[src/rtl/mem_port_arbiter_if.sv]
// rtl/mem_port_arbiter_if.sv - handshake and shared-memory bundle for mem_port_arbiter
//
// Groups the fetch requester, the data requester and the single shared
// memory port into one bundle.
//   slave  : arbiter view. It takes the requests and mem_read_data, and it
//            drives the grants, completions, response data, memory command
//            and busy.
//   master : environment view. It holds the requesters and the memory model.
//
// Fetch side : if_req, if_addr -> if_gnt, if_done, if_rdata
// Data side  : dm_req, dm_we, dm_addr, dm_wdata, dm_funct3
//              -> dm_gnt, dm_done, dm_rdata
// Memory     : mem_read_address, mem_write_address, mem_write_data,
//              mem_write_en, mem_funct3 -> mem_read_data
interface mem_port_arbiter_if;
  logic        if_req;
  logic [31:0] if_addr;
  logic        if_gnt;
  logic        if_done;
  logic [31:0] if_rdata;

  logic        dm_req;
  logic        dm_we;
  logic [31:0] dm_addr;
  logic [31:0] dm_wdata;
  logic [2:0]  dm_funct3;
  logic        dm_gnt;
  logic        dm_done;
  logic [31:0] dm_rdata;

  logic [31:0] mem_read_address;
  logic [31:0] mem_write_address;
  logic [31:0] mem_write_data;
  logic        mem_write_en;
  logic [2:0]  mem_funct3;
  logic [31:0] mem_read_data;

  logic        busy;

  modport slave (
    input  if_req, if_addr,
    input  dm_req, dm_we, dm_addr, dm_wdata, dm_funct3,
    input  mem_read_data,
    output if_gnt, if_done, if_rdata,
    output dm_gnt, dm_done, dm_rdata,
    output mem_read_address, mem_write_address, mem_write_data,
    output mem_write_en, mem_funct3,
    output busy
  );

  modport master (
    output if_req, if_addr,
    output dm_req, dm_we, dm_addr, dm_wdata, dm_funct3,
    output mem_read_data,
    input  if_gnt, if_done, if_rdata,
    input  dm_gnt, dm_done, dm_rdata,
    input  mem_read_address, mem_write_address, mem_write_data,
    input  mem_write_en, mem_funct3,
    input  busy
  );
endinterface

[src/rtl/mem_port_arbiter.sv]
// rtl/mem_port_arbiter.sv - two-requester arbiter onto one shared memory port
//
// Shares one memory port between an instruction-fetch requester and a data
// requester. Only one transaction is in flight at a time:
//   IDLE -> ISSUE -> (WAIT)* -> RESP -> IDLE
//
// A grant is given only in IDLE. It is combinational and lasts one cycle.
// The winner's fields are captured at that clock edge, so later changes on
// the requester side do not disturb the transaction in flight.
//
// Parameters
//   RD_LAT : memory read latency in cycles (legal range 1..4)
//
// Ports
//   clk    : clock; all state changes on the rising edge
//   rst_n  : asynchronous active-low reset
//   bus    : mem_port_arbiter_if.slave, which carries the fetch and data
//            handshakes, the shared memory port and busy
//
// Build option
//   MEM_ARB_RR_EN : when defined, conflicts alternate through a 1-bit
//                   round-robin pointer, starting with the data port after
//                   reset. When undefined, the data port always wins.
module mem_port_arbiter #(
  parameter int RD_LAT = 1
) (
  input logic               clk,
  input logic               rst_n,
  mem_port_arbiter_if.slave bus
);

  typedef enum logic [1:0] {
    S_IDLE  = 2'd0,
    S_ISSUE = 2'd1,
    S_WAIT  = 2'd2,
    S_RESP  = 2'd3
  } state_t;

  // WAIT covers latency beyond the ISSUE cycle. The counter runs down to 0
  // inclusive, so it is loaded with RD_LAT-2. When RD_LAT is 1, WAIT is
  // never entered.
  localparam int         CNT_INIT     = (RD_LAT > 1) ? RD_LAT - 2 : 0;
  localparam logic [1:0] CNT_LOAD     = 2'(CNT_INIT);
  localparam logic [2:0] FETCH_FUNCT3 = 3'b010;

  state_t      state_q, state_d;
  logic [1:0]  cnt_q, cnt_d;
  logic [31:0] addr_q, addr_d;
  logic [31:0] wdata_q, wdata_d;
  logic [2:0]  funct3_q, funct3_d;
  logic        we_q, we_d;
  logic        own_dm_q, own_dm_d;

  logic        pick_dm;
  logic        pick_if;
  logic        grant_dm;
  logic        grant_if;
  logic        in_resp;

`ifdef MEM_ARB_RR_EN
  // rr_q == 0 favours the data port and rr_q == 1 favours the fetch port.
  logic        rr_q, rr_d;

  assign pick_dm = bus.dm_req & (~bus.if_req | ~rr_q);
`else
  assign pick_dm = bus.dm_req;
`endif
  assign pick_if = bus.if_req & ~pick_dm;

  // Next state, grant and capture of the winner's fields
  always_comb begin
    state_d  = state_q;
    cnt_d    = cnt_q;
    addr_d   = addr_q;
    wdata_d  = wdata_q;
    funct3_d = funct3_q;
    we_d     = we_q;
    own_dm_d = own_dm_q;
    grant_dm = 1'b0;
    grant_if = 1'b0;
`ifdef MEM_ARB_RR_EN
    rr_d     = rr_q;
`endif

    case (state_q)
      S_IDLE: begin
        if (pick_dm) begin
          grant_dm = 1'b1;
          own_dm_d = 1'b1;
          addr_d   = bus.dm_addr;
          wdata_d  = bus.dm_wdata;
          funct3_d = bus.dm_funct3;
          we_d     = bus.dm_we;
          state_d  = S_ISSUE;
`ifdef MEM_ARB_RR_EN
          rr_d     = 1'b1;
`endif
        end else if (pick_if) begin
          // Fetches are always word reads.
          grant_if = 1'b1;
          own_dm_d = 1'b0;
          addr_d   = bus.if_addr;
          wdata_d  = '0;
          funct3_d = FETCH_FUNCT3;
          we_d     = 1'b0;
          state_d  = S_ISSUE;
`ifdef MEM_ARB_RR_EN
          rr_d     = 1'b0;
`endif
        end
      end

      S_ISSUE: begin
        if (we_q || (RD_LAT == 1)) begin
          state_d = S_RESP;
        end else begin
          state_d = S_WAIT;
          cnt_d   = CNT_LOAD;
        end
      end

      S_WAIT: begin
        if (cnt_q == 2'd0) begin
          state_d = S_RESP;
        end else begin
          cnt_d = cnt_q - 2'd1;
        end
      end

      S_RESP: begin
        state_d = S_IDLE;
      end

      default: begin
        state_d = S_IDLE;
      end
    endcase
  end

  always_ff @(posedge clk or negedge rst_n) begin
    if (!rst_n) begin
      state_q  <= S_IDLE;
      cnt_q    <= '0;
      addr_q   <= '0;
      wdata_q  <= '0;
      funct3_q <= '0;
      we_q     <= 1'b0;
      own_dm_q <= 1'b0;
    end else begin
      state_q  <= state_d;
      cnt_q    <= cnt_d;
      addr_q   <= addr_d;
      wdata_q  <= wdata_d;
      funct3_q <= funct3_d;
      we_q     <= we_d;
      own_dm_q <= own_dm_d;
    end
  end

`ifdef MEM_ARB_RR_EN
  always_ff @(posedge clk or negedge rst_n) begin
    if (!rst_n) begin
      rr_q <= 1'b0;
    end else begin
      rr_q <= rr_d;
    end
  end
`endif

  assign in_resp = (state_q == S_RESP);

  // The grant is combinational from req. It is masked by rst_n so that no
  // grant shows while reset is asserted.
  assign bus.if_gnt = grant_if & rst_n;
  assign bus.dm_gnt = grant_dm & rst_n;

  assign bus.if_done  = in_resp & ~own_dm_q;
  assign bus.dm_done  = in_resp &  own_dm_q;
  assign bus.if_rdata = (in_resp & ~own_dm_q & ~we_q) ? bus.mem_read_data : '0;
  assign bus.dm_rdata = (in_resp &  own_dm_q & ~we_q) ? bus.mem_read_data : '0;

  // The memory command comes straight from the capture registers. It holds
  // steady from ISSUE through RESP, and the asynchronous reset clears it.
  assign bus.mem_read_address  = addr_q;
  assign bus.mem_write_address = addr_q;
  assign bus.mem_write_data    = wdata_q;
  assign bus.mem_funct3        = funct3_q;
  assign bus.mem_write_en      = (state_q == S_ISSUE) & we_q;

  assign bus.busy = (state_q != S_IDLE);

endmodule

[src/flat_wrapper.sv]
// flat-port wrapper written by rule: the top's interface ports become plain ports
module mem_port_arbiter_flat 
#(
  parameter int RD_LAT = 1
)
  (clk, rst_n, bus_if_req, bus_if_addr, bus_dm_req, bus_dm_we, bus_dm_addr, bus_dm_wdata, bus_dm_funct3, bus_mem_read_data, bus_if_gnt, bus_if_done, bus_if_rdata, bus_dm_gnt, bus_dm_done, bus_dm_rdata, bus_mem_read_address, bus_mem_write_address, bus_mem_write_data, bus_mem_write_en, bus_mem_funct3, bus_busy);
  mem_port_arbiter_if bus_i ();
  input logic clk;
  input logic rst_n;
  input wire logic [$bits(bus_i.if_req)-1:0] bus_if_req;
  input wire logic [$bits(bus_i.if_addr)-1:0] bus_if_addr;
  input wire logic [$bits(bus_i.dm_req)-1:0] bus_dm_req;
  input wire logic [$bits(bus_i.dm_we)-1:0] bus_dm_we;
  input wire logic [$bits(bus_i.dm_addr)-1:0] bus_dm_addr;
  input wire logic [$bits(bus_i.dm_wdata)-1:0] bus_dm_wdata;
  input wire logic [$bits(bus_i.dm_funct3)-1:0] bus_dm_funct3;
  input wire logic [$bits(bus_i.mem_read_data)-1:0] bus_mem_read_data;
  output wire logic [$bits(bus_i.if_gnt)-1:0] bus_if_gnt;
  output wire logic [$bits(bus_i.if_done)-1:0] bus_if_done;
  output wire logic [$bits(bus_i.if_rdata)-1:0] bus_if_rdata;
  output wire logic [$bits(bus_i.dm_gnt)-1:0] bus_dm_gnt;
  output wire logic [$bits(bus_i.dm_done)-1:0] bus_dm_done;
  output wire logic [$bits(bus_i.dm_rdata)-1:0] bus_dm_rdata;
  output wire logic [$bits(bus_i.mem_read_address)-1:0] bus_mem_read_address;
  output wire logic [$bits(bus_i.mem_write_address)-1:0] bus_mem_write_address;
  output wire logic [$bits(bus_i.mem_write_data)-1:0] bus_mem_write_data;
  output wire logic [$bits(bus_i.mem_write_en)-1:0] bus_mem_write_en;
  output wire logic [$bits(bus_i.mem_funct3)-1:0] bus_mem_funct3;
  output wire logic [$bits(bus_i.busy)-1:0] bus_busy;
  assign bus_i.if_req = bus_if_req;
  assign bus_i.if_addr = bus_if_addr;
  assign bus_i.dm_req = bus_dm_req;
  assign bus_i.dm_we = bus_dm_we;
  assign bus_i.dm_addr = bus_dm_addr;
  assign bus_i.dm_wdata = bus_dm_wdata;
  assign bus_i.dm_funct3 = bus_dm_funct3;
  assign bus_i.mem_read_data = bus_mem_read_data;
  assign bus_if_gnt = bus_i.if_gnt;
  assign bus_if_done = bus_i.if_done;
  assign bus_if_rdata = bus_i.if_rdata;
  assign bus_dm_gnt = bus_i.dm_gnt;
  assign bus_dm_done = bus_i.dm_done;
  assign bus_dm_rdata = bus_i.dm_rdata;
  assign bus_mem_read_address = bus_i.mem_read_address;
  assign bus_mem_write_address = bus_i.mem_write_address;
  assign bus_mem_write_data = bus_i.mem_write_data;
  assign bus_mem_write_en = bus_i.mem_write_en;
  assign bus_mem_funct3 = bus_i.mem_funct3;
  assign bus_busy = bus_i.busy;
  mem_port_arbiter #(.RD_LAT(RD_LAT)) u_core (.clk(clk), .rst_n(rst_n), .bus(bus_i));
endmodule
[config.mk]
export PLATFORM = sky130hd
export DESIGN_NAME = mem_port_arbiter_flat
export DESIGN_NICKNAME = d
export VERILOG_FILES = /design/src/rtl/mem_port_arbiter_if.sv /design/src/rtl/mem_port_arbiter.sv /design/src/flat_wrapper.sv
export SDC_FILE = /design/constraint.sdc
export NUM_CORES = 1
export LEC_CHECK = 0
export ABC_AREA = 1
export CORE_AREA = 2 2 130 132
export CTS_CLUSTER_DIAMETER = 200
export DETAILED_ROUTE_END_ITERATION = 16
export DIE_AREA = 0 0 132 134
export DONT_BUFFER_PORTS = 1
export SYNTH_ARGS = -nofsm -noshare
export SYNTH_HDL_FRONTEND = slang
export SYNTH_SLANG_ARGS = --single-unit
[constraint.sdc]
create_clock -name clk -period 1.89 [get_ports clk]
set_input_delay 0.2835 -clock clk [delete_from_list [all_inputs] [get_ports clk]]
set_output_delay 0.2835 -clock clk [all_outputs]
set_load 0.02 [all_outputs]
==> flow_metrics.py <==
metrics = {
    "logic_synthesis": {
        "synthTopCellsByCount": "274 x nand2_1, 73 x dfrtp_1, 69 x nor2_1",
        "ys_ff_latch": 73,
        "synth.avg_cell_area_um2": 6.95,
        "yosys_warnings": 0,
        "syn_inst": 574,
        "ys.flop_type": "dfrtp_1",
        "syn_nets": 715,
        "synth_edf_count": 0,
        "synthTopCellsByArea": "dfrtp_1 46%, nand2_1 26%, nor2_1 6.5%",
        "netlist-cell-type-count": 17,
        "synth_area_um2": 3990,
        "async_flop_share_pct": 100,
        "synth_top_cell_area_share_pct": 45.8,
        "yosysMostFrequentCell": "nand2_1",
        "yosysTopAreaCell": "dfrtp_1",
        "ys_seq_area_share_pct": 45.8,
    },
    "timing": {
        "rsz0062_at_grt": "yes",
        "min_period_ns": 1.97,
        "relSlewSlack_pct": 69.7,
        "hold_viol": 73,
        "tightest_slew_ns": 0.455,
        "maxSlewViolCount": 0,
        "hold_ws_ns": -0.364,
        "fmax_mhz": 507,
        "fin_skew_ns": 0.00950,
        "fin_ws_ns": -0.0832,
        "final-setup-viol-count": 60,
        "fin_crit_sh_pct": 104,
    },
    "power": {
        "ir_drop_mv": 0.621,
        "power_density_nw_per_um2": 1740,
        "p_leak_nw": 2.93,
    },
    "setup_path": {
        "required_ns": 1.61,
        "startpoint": "u_core.state_q[1]",
        "worstSetupPathType": "reg -> out",
        "crit_arrival_ns": 1.69,
        "ff2ff_setup_slack_ns": 0.24,
        "worst-path-max-fanout": 8,
        "reg2reg_from": "u_core.state_q[1]",
        "crit_path_start_kind": "flop",
        "cp-end-kind": "output pin",
    },
    "global_routing": {
        "grt_overflow": 0,
        "grt_pass1_vias": 3340,
        "grtUsageMet2_pct": 21.8,
        "met1_usage_pct": 15.8,
        "grt_max_degree": 75,
        "grt-busiest-layer": "met2",
        "use_met3_pct": 4.69,
        "grt_pass1_wl_mm": 18.2,
        "antenna_found_initial": 0,
        "grt_usage_pct": 13.2,
    },
    "cells_and_area": {
        "final_net_count": 750,
        "area_growth_pct": 32.8,
        "design_area_um2": 5300,
        "diodes": 0,
        "instances_no_fill": 834,
        "layout-drive-gt1-share_pct": 24.9,
    },
    "run": {
        "drv_cap": 0,
    },
    "outcome": {
        "failed_checks": "negative hold slack, negative setup slack",
        "status": "complete, but fails checks",
    },
    "die": {
        "core_um2": 16300,
        "io_pins": 305,
        "start_util_pct": 24.5,
        "rows": 47,
        "die_x_um": 132,
        "die_area_um2": 17700,
        "die_h_um": 134,
    },
    "route": {
        "drc": 0,
        "vias": 3578,
        "wire_per_inst_um": 15.8,
        "dr.pass1.iters": 4,
        "via_per_inst": 4.29,
        "routed_wl_mm": 13.2,
        "antenna_left": 0,
        "drt-initial-drc-count": 239,
    },
    "placed_design": {
        "pre_cts_slack_ns": 0.237,
        "dp_cells": 807,
        "port_buffers": 0,
        "gp_congestion": 0.786,
        "post_dp_cell_area_um2": 4470,
        "hpwl_mm": 8.62,
    },
    "cts": {
        "worstSkewPairLatency_ns": 0.34,
        "numCtsBuffers": 9,
        "cts_sinks": 73,
        "cts-root-buf": "clkbuf_16",
        "cts_buffer_depth": 2,
        "path_clk_slew_ns": 0.06,
        "cts_tree": "yes",
        "cts.htree.levels": 3,
    },
    "min_path": {
        "hold_path_class": "in -> async",
    },
}
-- registers in the layout (all words and copies together) (netlist names) --
register	flops
u_core.bus.mem_funct3	3
u_core.own_dm_q	1
u_core.cnt_q	2
u_core.bus.mem_read_address	32
u_core.we_q	1
u_core.state_q	2
u_core.bus.mem_write_data	32
-- metrics by stage --
stage                     total power [mW]  setup TNS, ns  utilization, %
after floorplan                       6.03              0               -
after global placement                6.59              0            27.4
after detailed placement              6.64              0            27.4
after CTS                             8.55         -0.360            29.6
after global routing                  9.79          -6.49            32.5
final                                 9.20          -1.92            32.5
-- layout by cell type, fill, tap and decap left out --
master      count
dfrtp_1        73
inv_2           2
inv_1          43
nor3_2          1
buf_4          49
clkbuf_16      13
nor2_2         20
nand2_1       270
nor2_4         20
xor2_1          1
buf_6          31
clkinvlp_4      2
clkbuf_1        2
nand2_4         3
ha_1            3
nand2_2         3
ha_4            2
bufinv_16       2
o21ai_0         2
inv_4           1
clkinv_2        1
buf_12          3
nand3_1        38
nor2_1         29
-- repair_timing --
item,in CTS,in global routing
setup buffers,1,4
pin swaps,0,2
gates cloned,0,6
endpoints found under the hold margin,73,73
endpoints found under the setup margin,64,65
gates resized for setup,12,90
-- layout make-up --
class / count / area (µm²)
repair buffers: 87 / 877
fillers: 1738 / 11000
flip-flops and latches: 73 / 1830
clock inverters: 5 / 80.1
inverters: 46 / 175
clock buffers: 11 / 233
well taps: 220 / 275
multi-input cells: 392 / 1830
-- kinds of logic after synthesis --
kind of cell | share of synthesized area, %
simple gates | 37.6
buf+inv | 14.6
flops | 45.8
fa+ha+maj | 1.57
compound gates | 0.251
xor+xnor | 0.220
-- path summary, 6_finish.rpt --
kind | end | cells after the start
min in group clk | u_core.bus.mem_write_data[21] | 2
hold / removal | u_core.bus.mem_read_address[15] | 0
max in group asynchronous | u_core.bus.mem_write_data[19] | 0
setup / recovery | bus_if_rdata[28] | 7
setup reg to reg | u_core.bus.mem_read_address[11] | 8
hold reg to reg | u_core.cnt_q[1] | 2
-- critical path, stage by stage (launching register included) --
cell,delay [ns]
dfrtp_1,0.43
ha_4,0.19
inv_4,0.04
nor2_4,0.13
nand2_4,0.11
clkbuf_16,0.19
nor2_1,0.10
buf_4,0.15
-- power by group --
| group | switching (mW) | internal (mW) | leakage, nW |
|---|---|---|---|
| Clock | 0.657 | 1.15 | 0.146 |
| Sequential | 1.73 | 2.18 | 0.930 |
| Combinational | 2.08 | 1.40 | 1.86 |
| Total | 4.47 | 4.72 | 2.93 |
-- metal layers --
metal	vias to the layer above	part of all wire, %
met5	-	0
met2	180	48
li1	1740	-
met3	16	8.6
met1	1642	41
met4	0	1.7
Note: power is estimated with default switching activity, not from simulation.
